[src/rtl/axi_pkg.sv]
// axi_pkg: AXI3 response/burst/size constants and the initiator FSM state type.
package axi_pkg;
    localparam logic [1:0] AXI_RESP_OKAY   = 2'b00;
    localparam logic [1:0] AXI_RESP_EXOKAY = 2'b01;
    localparam logic [1:0] AXI_RESP_SLVERR = 2'b10;
    localparam logic [1:0] AXI_RESP_DECERR = 2'b11;
    localparam logic [1:0] AXI_BURST_INCR  = 2'b01;
    localparam logic [2:0] AXI_SIZE_4B     = 3'b010;
    typedef enum logic [2:0] {ST_IDLE, ST_WADDR, ST_WRESP, ST_RADDR, ST_RDATA, ST_RESP} state_t;
endpackage

[src/rtl/axi_timeout_ctr.sv]
// axi_timeout_ctr: saturating idle-cycle counter; expired flags the last allowed cycle.
module axi_timeout_ctr #(
    parameter int TIMEOUT = 1024
) (
    input  logic clock,
    input  logic resetn,
    input  logic clear,
    input  logic enable,
    output logic expired
);
    localparam int CW = TIMEOUT > 0 ? $clog2(TIMEOUT + 1) : 1;
    logic [CW-1:0] cnt;
    always_ff @(posedge clock or negedge resetn) begin
        if (!resetn) cnt <= '0;
        else if (clear) cnt <= '0;
        else if (enable && cnt != CW'(TIMEOUT)) cnt <= cnt + 1'b1;
    end
    assign expired = (TIMEOUT != 0) && enable && (cnt == CW'(TIMEOUT - 1));
endmodule

[src/rtl/axi_gp_master.sv]
// axi_gp_master: single-beat AXI3 initiator into a PS7 slave port, one transaction at a time,
// each ending in a response or a timeout abort.
module axi_gp_master #(
    parameter int ADDR_W  = 32,
    parameter int ID_W    = 6,
    parameter int ID      = 0,
    parameter int TIMEOUT = 1024
) (
    input  logic              clock,
    input  logic              resetn,
    input  logic              cmd_valid,
    output logic              cmd_ready,
    input  logic              cmd_write,
    input  logic [ADDR_W-1:0] cmd_addr,
    input  logic [31:0]       cmd_wdata,
    input  logic [3:0]        cmd_wstrb,
    output logic              rsp_valid,
    input  logic              rsp_ready,
    output logic [31:0]       rsp_rdata,
    output logic [1:0]        rsp_resp,
    output logic              rsp_timeout,
    output logic [ADDR_W-1:0] m_axi_awaddr,
    output logic [ID_W-1:0]   m_axi_awid,
    output logic [3:0]        m_axi_awlen,
    output logic [2:0]        m_axi_awsize,
    output logic [1:0]        m_axi_awburst,
    output logic [2:0]        m_axi_awprot,
    output logic              m_axi_awvalid,
    input  logic              m_axi_awready,
    output logic [31:0]       m_axi_wdata,
    output logic [3:0]        m_axi_wstrb,
    output logic              m_axi_wlast,
    output logic [ID_W-1:0]   m_axi_wid,
    output logic              m_axi_wvalid,
    input  logic              m_axi_wready,
    input  logic [ID_W-1:0]   m_axi_bid,
    input  logic [1:0]        m_axi_bresp,
    input  logic              m_axi_bvalid,
    output logic              m_axi_bready,
    output logic [ADDR_W-1:0] m_axi_araddr,
    output logic [ID_W-1:0]   m_axi_arid,
    output logic [3:0]        m_axi_arlen,
    output logic [2:0]        m_axi_arsize,
    output logic [1:0]        m_axi_arburst,
    output logic [2:0]        m_axi_arprot,
    output logic              m_axi_arvalid,
    input  logic              m_axi_arready,
    input  logic [31:0]       m_axi_rdata,
    input  logic [ID_W-1:0]   m_axi_rid,
    input  logic [1:0]        m_axi_rresp,
    input  logic              m_axi_rlast,
    input  logic              m_axi_rvalid,
    output logic              m_axi_rready
);
    import axi_pkg::*;
    state_t state;
    logic aw_hs, w_hs, ar_hs, b_hs, r_hs, hs, busy, expired;
    logic unused;
    assign m_axi_awid    = ID_W'(ID);
    assign m_axi_wid     = ID_W'(ID);
    assign m_axi_arid    = ID_W'(ID);
    assign m_axi_awlen   = 4'd0;
    assign m_axi_arlen   = 4'd0;
    assign m_axi_awsize  = AXI_SIZE_4B;
    assign m_axi_arsize  = AXI_SIZE_4B;
    assign m_axi_awburst = AXI_BURST_INCR;
    assign m_axi_arburst = AXI_BURST_INCR;
    assign m_axi_awprot  = 3'd0;
    assign m_axi_arprot  = 3'd0;
    assign m_axi_wlast   = 1'b1;
    // IDs, rlast and the address byte lane are deliberately not checked or used
    assign unused = ^{m_axi_bid, m_axi_rid, m_axi_rlast, cmd_addr[1:0]};
    assign aw_hs = m_axi_awvalid && m_axi_awready;
    assign w_hs  = m_axi_wvalid && m_axi_wready;
    assign ar_hs = m_axi_arvalid && m_axi_arready;
    assign b_hs  = m_axi_bready && m_axi_bvalid;
    assign r_hs  = m_axi_rready && m_axi_rvalid;
    assign hs    = aw_hs || w_hs || ar_hs || b_hs || r_hs;
    assign busy  = state == ST_WADDR || state == ST_WRESP || state == ST_RADDR || state == ST_RDATA;
    axi_timeout_ctr #(.TIMEOUT(TIMEOUT)) u_tmo (
        .clock   (clock),
        .resetn  (resetn),
        .clear   (!busy || hs),
        .enable  (busy),
        .expired (expired)
    );
    always_ff @(posedge clock or negedge resetn) begin
        if (!resetn) begin
            state         <= ST_IDLE;
            cmd_ready     <= 1'b1;
            rsp_valid     <= 1'b0;
            rsp_rdata     <= '0;
            rsp_resp      <= '0;
            rsp_timeout   <= 1'b0;
            m_axi_awaddr  <= '0;
            m_axi_araddr  <= '0;
            m_axi_wdata   <= '0;
            m_axi_wstrb   <= '0;
            m_axi_awvalid <= 1'b0;
            m_axi_wvalid  <= 1'b0;
            m_axi_arvalid <= 1'b0;
            m_axi_bready  <= 1'b0;
            m_axi_rready  <= 1'b0;
        end else begin
            case (state)
                ST_IDLE: if (cmd_valid) begin
                    cmd_ready    <= 1'b0;
                    m_axi_awaddr <= {cmd_addr[ADDR_W-1:2], 2'b00};
                    m_axi_araddr <= {cmd_addr[ADDR_W-1:2], 2'b00};
                    m_axi_wdata  <= cmd_wdata;
                    m_axi_wstrb  <= cmd_wstrb;
                    if (cmd_write) begin
                        m_axi_awvalid <= 1'b1;
                        m_axi_wvalid  <= 1'b1;
                        state         <= ST_WADDR;
                    end else begin
                        m_axi_arvalid <= 1'b1;
                        state         <= ST_RADDR;
                    end
                end
                ST_WADDR: begin
                    if (aw_hs) m_axi_awvalid <= 1'b0;
                    if (w_hs) m_axi_wvalid <= 1'b0;
                    if ((!m_axi_awvalid || aw_hs) && (!m_axi_wvalid || w_hs)) begin
                        m_axi_bready <= 1'b1;
                        state        <= ST_WRESP;
                    end
                end
                ST_WRESP: if (m_axi_bvalid) begin
                    m_axi_bready <= 1'b0;
                    rsp_resp     <= m_axi_bresp;
                    rsp_rdata    <= '0;
                    rsp_timeout  <= 1'b0;
                    rsp_valid    <= 1'b1;
                    state        <= ST_RESP;
                end
                ST_RADDR: if (m_axi_arready) begin
                    m_axi_arvalid <= 1'b0;
                    m_axi_rready  <= 1'b1;
                    state         <= ST_RDATA;
                end
                ST_RDATA: if (m_axi_rvalid) begin
                    m_axi_rready <= 1'b0;
                    rsp_resp     <= m_axi_rresp;
                    rsp_rdata    <= m_axi_rdata;
                    rsp_timeout  <= 1'b0;
                    rsp_valid    <= 1'b1;
                    state        <= ST_RESP;
                end
                ST_RESP: if (rsp_ready) begin
                    rsp_valid <= 1'b0;
                    cmd_ready <= 1'b1;
                    state     <= ST_IDLE;
                end
                default: state <= ST_IDLE;
            endcase
            // a handshake in the expiring cycle means progress, so abort only when none happened
            if (expired && !hs) begin
                m_axi_awvalid <= 1'b0;
                m_axi_wvalid  <= 1'b0;
                m_axi_arvalid <= 1'b0;
                m_axi_bready  <= 1'b0;
                m_axi_rready  <= 1'b0;
                rsp_resp      <= AXI_RESP_SLVERR;
                rsp_rdata     <= '0;
                rsp_timeout   <= 1'b1;
                rsp_valid     <= 1'b1;
                state         <= ST_RESP;
            end
        end
    end
endmodule
[config.mk]
export PLATFORM = sky130hd
export DESIGN_NAME = axi_gp_master
export DESIGN_NICKNAME = d
export VERILOG_FILES = /design/src/rtl/axi_pkg.sv /design/src/rtl/axi_timeout_ctr.sv /design/src/rtl/axi_gp_master.sv
export SDC_FILE = /design/constraint.sdc
export NUM_CORES = 1
export LEC_CHECK = 0
export ABC_AREA = 1
export CAP_MARGIN = 20
export CORE_UTILIZATION = 35
export DETAILED_ROUTE_END_ITERATION = 6
export PLACE_DENSITY = 0.73
export SLEW_MARGIN = 20
export SYNTH_ARGS = -nofsm -noshare
export SYNTH_HDL_FRONTEND = slang
export SYNTH_SLANG_ARGS = --single-unit
[constraint.sdc]
create_clock -name clock -period 5 [get_ports clock]
set_input_delay 0.75 -clock clock [delete_from_list [all_inputs] [get_ports clock]]
set_output_delay 0.75 -clock clock [all_outputs]
set_load 0.05 [all_outputs]
# After elaboration in Yosys (flattened, before gate mapping)
# Cells that the tools add are included.
[classes]
add_sub_neg = 1
n_reduce_logical = 42
eq_ne = 19
mux = 50
[op_table]
columns = ["op", "count"]
rows = [
  ["32-bit two-way mux", 3],
  ["32-bit case mux with 2 select lines", 1],
  ["1-bit two-way mux", 23],
  ["11-bit two-way mux", 2],
  ["3-bit two-way mux", 7],
  ["3-bit case mux with 6 select lines", 1],
  ["4-bit AND reduction", 4],
  ["3-bit by 2-bit inequality test with 1-bit output (second input constant)", 5],
  ["3-bit nonzero test", 5],
  ["1-bit case mux with 2 select lines", 7],
  ["3-bit inequality test (second input constant)", 4],
  ["3-bit AND reduction", 4],
  ["11-bit by 1-bit adder with 11-bit output (second input constant)", 1],
  ["11-bit by 10-bit == test with 1-bit output (second input constant)", 1],
  ["11-bit inequality test (second input constant)", 1],
  ["1-bit logical OR", 10],
  ["1-bit logical AND", 9],
  ["2-bit two-way mux", 4],
  ["3-bit by 2-bit == test with 1-bit output (second input constant)", 2],
  ["3-bit == test (second input constant)", 2],
  ["6-bit AND reduction", 1],
  ["1-bit logical NOT", 4],
  ["2-bit inequality test (second input constant)", 2],
  ["2-bit case mux with 2 select lines", 1],
  ["other kinds (7)", 8],
]
[totals]
input_bits = 127
output_inout_bits = 185
register_bits = 122

# Longest topological paths before layout
# Gate-level depths: netlist of run 1.
[logic_depth]
ltp_word = 9
ltp_mapped = 13

# Hierarchy
# From an unflattened synthesis of run 1, not the netlist that was laid out.
[unflattened]
cells_unflattened = 740
area_unflattened_um2 = 6102.1
[modules_own_cells]
columns = ["mod", "seq_area_each_um2", "area_each_um2", "cells_per_inst", "n_inst"]
rows = [
  ["axi_gp_master", 2778.9, 5312.6, 626, 1],
  ["axi_timeout_ctr", 275.3, 789.5, 114, 1],
]

# Worst setup path after synthesis of run 1
# Ideal clock, no wire load.
[synth_path]
path_kind = "input to register"
start = "in m_axi_wready"
end = "reg rsp_rdata[17]"
t_arrival_ns = 1.830
required_ns = 4.877
stages = 12
slack_ns = 3.047
setup_ns = 0.123
path_buffers = 2
cell_sequence = "nand2_1 -> inv_1 -> nor2_1 -> nand2_1 -> nor2_8 -> nand2_2 -> nand2_4 -> nand2_2 -> buf_6 -> buf_6 -> nand2_1 -> o21ai_1"
[synth_between]
elab_chain_cells = 9
elab_cells_between_ends = 12
cone_classes = "eq/ne: 2; mux: 1; reduce/logical: 9"
[synth_lines]
columns = ["element", "line", "rtl"]
rows = [
  ["start, declared", "axi_gp_master.sv:35", "input logic m_axi_wready,"],
  ["1-bit logical AND *", "axi_gp_master.sv:74", "assign w_hs = m_axi_wvalid && m_axi_wready;"],
  ["1-bit logical OR * (4 in series)", "axi_gp_master.sv:78", "assign hs = aw_hs || w_hs || ar_hs || b_hs || r_hs;"],
  ["1-bit logical NOT *", "axi_gp_master.sv:158", "if (expired && !hs) begin"],
  ["1-bit logical AND *", "axi_gp_master.sv:158", ""],
  ["3-bit by 2-bit inequality test with 1-bit output (no line) or 3-bit nonzero test (tied branches)", "--", ""],
  ["3-bit AND reduction (no line)", "--", ""],
  ["end signal, assigned", "axi_gp_master.sv:145", "rsp_rdata <= m_axi_rdata;"],
  ["end, declared", "axi_gp_master.sv:19", "output logic [31:0] rsp_rdata,"],
]
# Every way passes the cells marked *; elsewhere a longest branch is shown, timed or not.
# A chain may end at the register's enable or synchronous reset.

# Worst setup path in the final report of run 1
[layout_path]
start = "reg u_tmo.cnt[0]"
end = "reg rsp_rdata[12]"
[layout_between]
elab_chain_cells = 5
elab_cells_between_ends = 8
cone_classes = "eq/ne: 3; mux: 1; reduce/logical: 4"
[layout_lines]
columns = ["element", "line", "rtl"]
rows = [
  ["start, declared", "axi_timeout_ctr.sv:12", "logic [CW-1:0] cnt;"],
  ["start signal, assigned", "axi_timeout_ctr.sv:16", "else if (enable && cnt != CW'(TIMEOUT)) cnt <= cnt + 1'b1;"],
  ["11-bit by 10-bit == test with 1-bit output *", "axi_timeout_ctr.sv:18", "assign expired = (TIMEOUT != 0) && enable && (cnt == CW'(TIMEOUT - 1));"],
  ["1-bit logical AND *", "axi_timeout_ctr.sv:18", ""],
  ["1-bit logical AND *", "axi_gp_master.sv:158", ""],
  ["3-bit by 2-bit inequality test with 1-bit output (no line) or 3-bit nonzero test (tied branches)", "--", ""],
  ["3-bit AND reduction (no line)", "--", ""],
]
# Marked as above.

==> qor.yml, run 1 <==
place:
  io_buffers: 249
  hpwl_mm: 10.8
  place_inst: 1117
  post-place-ws_ns: 1.75
  placed_cell_area_um2: 8150
  gp_congestion: 0.798
grt:
  overflow: 0
  grt_pass1_vias: 4859
  grt_max_degree: 70
  grt_use_total: 0.180
  antenna_found_initial: 0
  grt_pass1_wl_mm: 25.1
route:
  vias: 5143
  drtIter0Drc: 263
  vias_per_cell: 4.48
  drc_errors: 0
  final_antenna_net_count: 0
  drt_wl_total_mm: 15.4
  wl_per_cell_um: 13.4
  dr.pass1.iters: 4
pwr:
  seqPwrFrac: 0.241
  clkPwrFrac: 0.189
  ir_drop_mv: 0.596
  combPwrFrac: 0.570
  powerDensity_nw_per_um2: 799
  p_switching_mw: 3.55
  p_leak_nw: 4.13
  switching_share: 0.505
  intPower_mw: 3.48
layout:
  drive_gt1_frac: 0.0632
  area_growth_pct: 49.7
  fin_cells: 1149
  design_area_um2: 8790
  layout_commonest_cell: "nand2_1"
  diodes: 0
  most-common-layout-cells: "290 x nand2_1, 248 x clkdlybuf4s50_1, 121 x dfrtp_1"
  n_fill_cell: 1467
  layout.nets: 1049
run:
  drv_cap: 0
worst_setup_path:
  crit_buf_inv: 0
  path_common_cell: "nand2_1"
  worst-endpoint-required_ns: 5.25
  worst-setup-path-type: "reg2reg"
  critPathMaxStageDelay_ns: 0.40
  crit_family: "simple AND/OR/NAND/NOR gates"
  cp-end-kind: "register"
  startpoint_type: "register"
  slowest_stage: "dfrtp_1"
  crit_chain: "ha_1, nand2_1, nor2_2, nand2_1, nor2_2, nand3_1, nand2_1, nand2_4, nand2_1, o21ai_0"
  cp.arrival_ns: 2.79
  crit_fanout: 69
sta:
  worst_slack_ns: 2.46
  fin_crit_sh: 0.508
  tns_ns: 0
  finalSetupViolCount: 0
  final.setup_skew_ns: 0.0157
  clock.fmax_mhz: 394
  hold_viol: 0
  rsz0062_at_grt: "no"
  max_slew_margin: 0.382
  min_period_ns: 2.54
  holdWs_ns: 0.321
  worst_pin_slew_ns: 0.927
  finalMaxSlewViolations: 0
hold_path:
  hold_path.class: "in2async"
synthesis:
  synthTopCellsByArea: "dfrtp_1 52%, nand2_1 19%, buf_4 9.8%"
  yosysSeqAreaShare: 0.520
  synth_seq_cells: 122
  synthCells: 708
  synth_top_area_share: 0.516
  yosysWarnings: 0
  synth_area_leader_cell: "dfrtp_1"
  avgSynthCellArea_um2: 8.30
  ys_types: 32
  syn-cell-area_um2: 5870
clocking:
  cts_setup_buffers: 0
  cts_root_buffer: "clkbuf_16"
  path_clk_slew_ns: 0.06
  h-tree-depth: 4
  clock_latency_ns: 0.41
  postCtsResizedCells: 0
  cts.path.max_buffers: 2
  ctsHoldBuffers: 0
  cts_made_buffers: 17
  clock-sinks: 122
  cts_tree: "built"
run_status:
  outcome: "complete, no violations"
floorplanning:
  dieWidth_um: 132
  fp.dieH_um: 132
  start_util: 0.364
  core_area_um2: 16100
  dieArea_um2: 17300
  num_io_pins: 312
  rows: 46
-- through the flow --
step	power, mW	util
after floorplan	4.56	-
after global placement	5.69	0.506
after detailed placement	5.72	0.506
after CTS	7.08	0.545
after global routing	7.39	0.546
final	7.03	0.546
-- per-layer routing --
layer  GRT usage  part of all wire  up-vias
li1            -                 -     2555
met1       0.225              0.43     2404
met2       0.298              0.49      175
met3      0.0517             0.072        9
met4      0.0568            0.0064        0
met5           0                 0        -
-- synthesized netlist by cell type --
library cell	count
a21oi_1	11
a22o_1	1
a41oi_1	1
buf_1	5
buf_2	8
buf_4	77
buf_6	2
clkbuf_1	17
conb_1	2
dfrtp_1	121
dfstp_2	1
ha_1	2
inv_1	25
inv_2	1
mux2_2	1
nand2_1	290
nand2_2	4
nand2_4	1
nand3_1	16
nand3b_1	1
nand4_1	38
nor2_1	23
nor2_2	2
nor2_4	1
nor2_8	1
nor3_1	3
nor4_1	1
o21ai_0	30
o21ai_1	14
or2_2	4
xnor2_1	1
xor2_1	3
-- state kept, by name, summed over array words and instances, names as in the netlist --
signal         flops
cmd_ready          1
m_axi_arvalid      1
m_axi_awaddr      30
m_axi_awvalid      1
m_axi_bready       1
m_axi_rready       1
m_axi_wdata       32
m_axi_wstrb        4
m_axi_wvalid       1
rsp_rdata         32
rsp_resp           2
rsp_timeout        1
rsp_valid          1
state              3
u_tmo.cnt         11
-- final timing paths --
kind                                 from             end  slack [ns]  depth (start not counted)
min in group clock         m_axi_wstrb[3]  m_axi_wstrb[3]        0.47                          2
hold / removal                     resetn    m_axi_rready        0.32                          1
hold reg to reg            m_axi_wstrb[3]  m_axi_wstrb[3]        0.47                          2
max in group asynchronous          resetn   rsp_rdata[26]        3.69                          2
setup / recovery             u_tmo.cnt[0]   rsp_rdata[12]        2.46                         10
setup reg to reg             u_tmo.cnt[0]   rsp_rdata[12]        2.46                         10
-- power by group through the flow --
stage / clock network, mW / registers [mW] / logic (mW)
after floorplan: 0 / 3.01 / 1.55
after global placement: 0 / 1.69 / 4.00
after detailed placement: 0 / 1.70 / 4.02
after CTS: 1.36 / 1.70 / 4.03
after global routing: 1.40 / 1.75 / 4.24
final: 1.33 / 1.70 / 4.00
-- logic make-up after synthesis --
kind of cell	count (synthesis)	share of synthesized area
other	2	0.00128
buffers and inverters	135	0.140
flip-flops	122	0.520
multiplexers	1	0.00192
XOR/XNOR	4	0.00597
AND/OR/NAND/NOR	385	0.277
adder cells (fa/ha/maj)	2	0.00426
AO/OA/AOI/OAI	57	0.0499
-- cell type report --
type	instances	area, um2	share of cell area
Sequential cell	122	3050	0.347
Clock buffer	19	453	0.0515
Clock inverter	13	190	0.0216
Inverter	26	97.6	0.0111
Timing Repair Buffer	257	2550	0.290
Tap cell	216	270	0.0307
Multi-Input combinational cell	496	2180	0.248
No activity file was read; power rests on OpenSTA's default activity.
==> run 2: changes to the inputs <==
--- a/config.mk
+++ b/config.mk
@@ -9,7 +9,7 @@
 export CAP_MARGIN = 20
 export CORE_UTILIZATION = 35
 export DETAILED_ROUTE_END_ITERATION = 6
-export PLACE_DENSITY = 0.73
+export PLACE_DENSITY = 0.76
 export SLEW_MARGIN = 20
 export SYNTH_ARGS = -nofsm -noshare
 export SYNTH_HDL_FRONTEND = slang
==> constraint.sdc (replaced) <==
create_clock -name clock -period 2 [get_ports clock]
set_input_delay 0.3 -clock clock [delete_from_list [all_inputs] [get_ports clock]]
set_output_delay 0.3 -clock clock [all_outputs]
set_load 0.05 [all_outputs]
==> run 2 against run 1 <==
Non-clock buffer count grew 19. Total power grew to 2.5 times the previous value. Worst setup slack lost 2.4 ns. Critical path depth shrank 9. Via count grew 2.9%. Routed wire length grew 2.1%. Clock power grew 140%. First-iteration DRC count shrank 3.0%. Design area grew 2.7%. Utilization grew 1.5 points. Sequential power grew 150%. Sequential share of layout area shrank 0.90 points. Largest cell class unchanged.
==> qor.yml, run 2 (same netlist as run 1, synthesis figures left out) <==
route:
  drt_wl_total_mm: 15.8
  dr.pass1.iters: 5
  vias_per_cell: 4.53
  wl_per_cell_um: 13.5
  drtIter0Drc: 255
  vias: 5294
  drc_errors: 0
  final_antenna_net_count: 0
layout:
  design_area_um2: 9030
  most-common-layout-cells: "288 x nand2_1, 244 x clkdlybuf4s50_1, 121 x dfrtp_1"
  area_growth_pct: 53.7
  n_fill_cell: 1445
  drive_gt1_frac: 0.0861
  fin_cells: 1168
  layout.nets: 1068
  layout_commonest_cell: "nand2_1"
  diodes: 0
  reg.largest.list: "m_axi_wdata (32), rsp_rdata (32), m_axi_awaddr (30)"
  fin_util: 0.560
pwr:
  powerDensity_nw_per_um2: 1980
  switching_share: 0.501
  clkPwrFrac: 0.181
  seqPwrFrac: 0.237
  p_switching_mw: 8.94
  ir_drop_mv: 1.27
  combPwrFrac: 0.581
  p_leak_nw: 4.28
  finalPower_mw: 17.8
  intPower_mw: 8.90
worst_setup_path:
  critPathMaxStageDelay_ns: 0.83
  crit_buf_inv: 1
  worst-setup-path-type: "reg2out"
  crit_family: "buffers and inverters"
  cp-end-kind: "output port"
  startpoint_type: "register"
  cp.arrival_ns: 1.64
  slowest_stage: "clkdlybuf4s50_1"
  crit_chain: "clkdlybuf4s50_1"
  worst-endpoint-required_ns: 1.70
  crit_fanout: 3
sta:
  finalMaxSlewViolations: 0
  min_period_ns: 1.94
  holdWs_ns: 0.341
  worst_slack_ns: 0.0560
  finalSetupViolCount: 0
  fin_crit_sh: 0.972
  final.setup_skew_ns: 0.00764
  max_slew_margin: 0.642
  tns_ns: 0
  clock.fmax_mhz: 514
  hold_viol: 0
  worst_pin_slew_ns: 0.536
clocking:
  cts_root_buffer: "clkbuf_16"
  h-tree-depth: 4
  clock_latency_ns: 0.41
  path_clk_slew_ns: 0.06
  cts_tree: "built"
  cts_made_buffers: 17
  cts.path.max_buffers: 2
  clock-sinks: 122
floorplanning:
  core_area_um2: 16100
  start_util: 0.364
  dieArea_um2: 17300
  num_io_pins: 312
  rows: 46
  dieWidth_um: 132
  fp.dieH_um: 132
place:
  gp_congestion: 0.852
  placed_cell_area_um2: 8340
  hpwl_mm: 11.4
  post-place-ws_ns: 0.0258
  place_inst: 1133
  io_buffers: 249
grt:
  antenna_found_initial: 0
  grt_pass1_vias: 5214
  grt_use_total: 0.189
  grt_max_degree: 56
  grt_pass1_wl_mm: 26.2
  overflow: 0
run_status:
  outcome: "complete, no violations"
run:
  drv_cap: 0
hold_path:
  hold_path.class: "in2async"
run 2: cell types whose count changed in the layout (fill, tap and decap cells not counted), sizes merged:
cell | previous run | this run
buf | 9 | 28
clkdlybuf4s50 | 248 | 244
clkbuf | 19 | 22
dlymetal6s2s | 0 | 3
inv | 29 | 26
bufinv | 4 | 3
clkinv | 2 | 3
dlygate4sd3 | 0 | 1
run 2: worst paths after layout:
kind / depth (start not counted) / slack (ns) / end / start
min in group clock: 3 / 0.42 / m_axi_wdata[2] / cmd_wdata[2]
worst min-delay path: 2 / 0.34 / m_axi_bready / resetn
worst max-delay path: 1 / 0.06 / m_axi_awaddr[23] / m_axi_awaddr[23]
worst min register to register: 2 / 0.47 / m_axi_wdata[24] / m_axi_wdata[24]
max in group asynchronous: 3 / 1.05 / m_axi_awaddr[19] / resetn
worst max register to register: 10 / 0.13 / state[0] / u_tmo.cnt[0]
run 2: repair_timing:
| item | CTS | global route |
|---|---|---|
| hold endpoints to repair | 21 | 0 |
| resized for setup | 0 | 14 |
| hold buffers | 1 | 0 |
| endpoints found under the setup margin | 0 | 87 |
| setup buffers | 0 | 2 |
run 2: routing by layer:
metal	track usage	share of wire
met5	0	0
met2	0.320	0.50
met1	0.228	0.42
met4	0.0736	0.018
met3	0.0498	0.062
run 2: power by group through the flow:
stage | combinational [mW] | clock [mW] | sequential [mW]
after floorplan | 3.88 | 0 | 7.51
after global placement | 10.2 | 0 | 4.23
after detailed placement | 10.3 | 0 | 4.25
after CTS | 10.3 | 3.30 | 4.25
after global routing | 10.9 | 3.42 | 4.38
final | 10.4 | 3.23 | 4.23
run 2: cell type report:
| cell class | instances | area [um2] | share of cell area |
|---|---|---|---|
| clock inverters | 10 | 139 | 0.0154 |
| flip-flops and latches | 122 | 3050 | 0.338 |
| inverters | 26 | 97.6 | 0.0108 |
| well taps | 216 | 270 | 0.0299 |
| multi-input cells | 496 | 2190 | 0.243 |
| clock buffers | 22 | 494 | 0.0547 |
| repair buffers | 276 | 2780 | 0.308 |
==> run 3: changes to the inputs <==
--- a/config.mk
+++ b/config.mk
@@ -10,6 +10,7 @@
 export CORE_UTILIZATION = 35
 export DETAILED_ROUTE_END_ITERATION = 6
 export PLACE_DENSITY = 0.76
+export REMOVE_ABC_BUFFERS = 1
 export SLEW_MARGIN = 20
 export SYNTH_ARGS = -nofsm -noshare
 export SYNTH_HDL_FRONTEND = slang
==> run 3 against run 2 <==
Design area decreased by 1.5%. Hold slack got worse by 0.0017 ns. Clock-buffer cell count decreased by 4. Sequential power about the same. Flip-flop and latch count unchanged. Clock power decreased by 6%. Register-to-register slack about the same. Worst setup slack got worse by 0.012 ns. Total power decreased by 2.1%. Sequential share of layout area increased by 0.51 points. Largest cell class unchanged.
==> qor.yml, run 3 (same netlist as run 1, synthesis figures left out) <==
worst_setup_path:
  crit_fanout: 3
  startpoint_type: "register"
  cp-end-kind: "output port"
  worst-setup-path-type: "reg2out"
  critPathMaxStageDelay_ns: 0.83
  slowest_stage: "clkdlybuf4s50_1"
  rr_worst_depth: 8
  cp.arrival_ns: 1.66
  crit_family: "buffers and inverters"
  crit_buf_inv: 1
  r2r-end: "rsp_rdata[9]"
  crit_chain: "clkdlybuf4s50_1"
  worst-endpoint-required_ns: 1.70
  r2r_start: "state[0]"
  rrSetupSlack_ns: 0.13
grt:
  grt_pass1_wl_mm: 25.9
  overflow: 0
  grt_max_degree: 67
  antenna_found_initial: 0
  grt_pass1_vias: 5111
  grt_use_total: 0.189
pwr:
  seqPwrFrac: 0.242
  switching_share: 0.513
  intPower_mw: 8.50
  p_switching_mw: 8.96
  ir_drop_mv: 1.18
  p_leak_nw: 4.22
  combPwrFrac: 0.584
  clkPwrFrac: 0.174
  powerDensity_nw_per_um2: 1960
layout:
  fin_util: 0.552
  layout.nets: 1057
  diodes: 0
  most-common-layout-cells: "289 x nand2_1, 241 x clkdlybuf4s50_1, 121 x dfrtp_1"
  reg.largest.list: "m_axi_wdata (32), rsp_rdata (32), m_axi_awaddr (30)"
  layout_commonest_cell: "nand2_1"
  area_growth_pct: 51.5
  drive_gt1_frac: 0.0765
route:
  dr.pass1.iters: 7
  vias: 5246
  final_antenna_net_count: 0
  drt_wl_total_mm: 16.2
  vias_per_cell: 4.53
  wl_per_cell_um: 14.0
  drc_errors: 0
  drtIter0Drc: 234
sta:
  clock.fmax_mhz: 511
  worst_pin_slew_ns: 0.568
  worst_slack_ns: 0.0437
  min_period_ns: 1.96
  hold_viol: 0
  finalMaxSlewViolations: 0
  finalSetupViolCount: 0
  max_slew_margin: 0.620
  tns_ns: 0
  final.setup_skew_ns: 0.0128
  holdWs_ns: 0.340
  rsz0062_at_grt: "yes"
  fin_crit_sh: 0.978
clocking:
  cts.path.max_buffers: 2
  clock-sinks: 122
  clock_latency_ns: 0.42
  cts_tree: "built"
  path_clk_slew_ns: 0.06
  h-tree-depth: 4
  cts_made_buffers: 17
  cts_root_buffer: "clkbuf_16"
floorplanning:
  num_io_pins: 312
  dieWidth_um: 132
  dieArea_um2: 17300
  fp.dieH_um: 132
  core_area_um2: 16100
  start_util: 0.364
  rows: 46
run_status:
  outcome: "complete, no violations"
run:
  drv_cap: 0
place:
  post-place-ws_ns: 0.00203
  hpwl_mm: 11.3
  io_buffers: 249
  gp_congestion: 0.842
hold_path:
  hold_path.class: "in2async"
==> run 3: per-layer routing <==
| layer | wire length (um) | share of wire | global-route usage |
|---|---|---|---|
| met1 | 6970 | 0.43 | 0.228 |
| met2 | 7750 | 0.48 | 0.316 |
| met3 | 1150 | 0.071 | 0.0556 |
| met4 | 380 | 0.023 | 0.0782 |
| met5 | 0 | 0 | 0 |
==> run 3: power by group through the flow <==
| stage | Sequential (mW) | Combinational, mW | Clock (mW) |
|---|---|---|---|
| finish | 4.22 | 10.2 | 3.04 |
| global route | 4.37 | 10.8 | 3.22 |
| CTS | 4.23 | 10.3 | 3.12 |
| detailed placement | 4.24 | 10.2 | 0 |
| global placement | 4.22 | 10.1 | 0 |
| floorplan | 8.59 | 2.15 | 0 |
==> run 3: metrics by stage <==
| stage | instance area (um2) | std cells | power [mW] |
|---|---|---|---|
| after floorplan | 5320 | 644 | 10.7 |
| after CTS | 8860 | 1156 | 17.6 |
| after global routing | 8900 | 1157 | 18.3 |
| after detailed placement | 8260 | 1123 | 14.5 |
| final | 8900 | 1157 | 17.5 |
| after global placement | 8260 | 1123 | 14.3 |
==> run 3: what timing repair did <==
action,in CTS,in global routing
gates resized for setup,0,11
buffers inserted,0,1
endpoints found under the hold margin,27,0
setup endpoints to repair,0,41
hold buffers,1,0
==> run 3: layout make-up <==
class                           count  area [um2]
Clock buffer                       18         439
Clock inverter                     14         149
Fill cell                        1460        7220
Inverter                           26        97.6
Multi-Input combinational cell    496        2190
Sequential cell                   122        3050
Tap cell                          216         270
Timing Repair Buffer              265        2690
==> run 3: worst max path at each step <==
stage | to | startpoint | cells after the start
after floorplan | cmd_ready | state[0] | 5
final | m_axi_araddr[12] | m_axi_awaddr[12] | 1
after CTS | m_axi_awaddr[12] | m_axi_awaddr[12] | 1
after detailed placement | rsp_rdata[9] | m_axi_arready | 11
after global placement | rsp_rdata[5] | m_axi_arready | 11
after global routing | rsp_rdata[6] | u_tmo.cnt[0] | 11
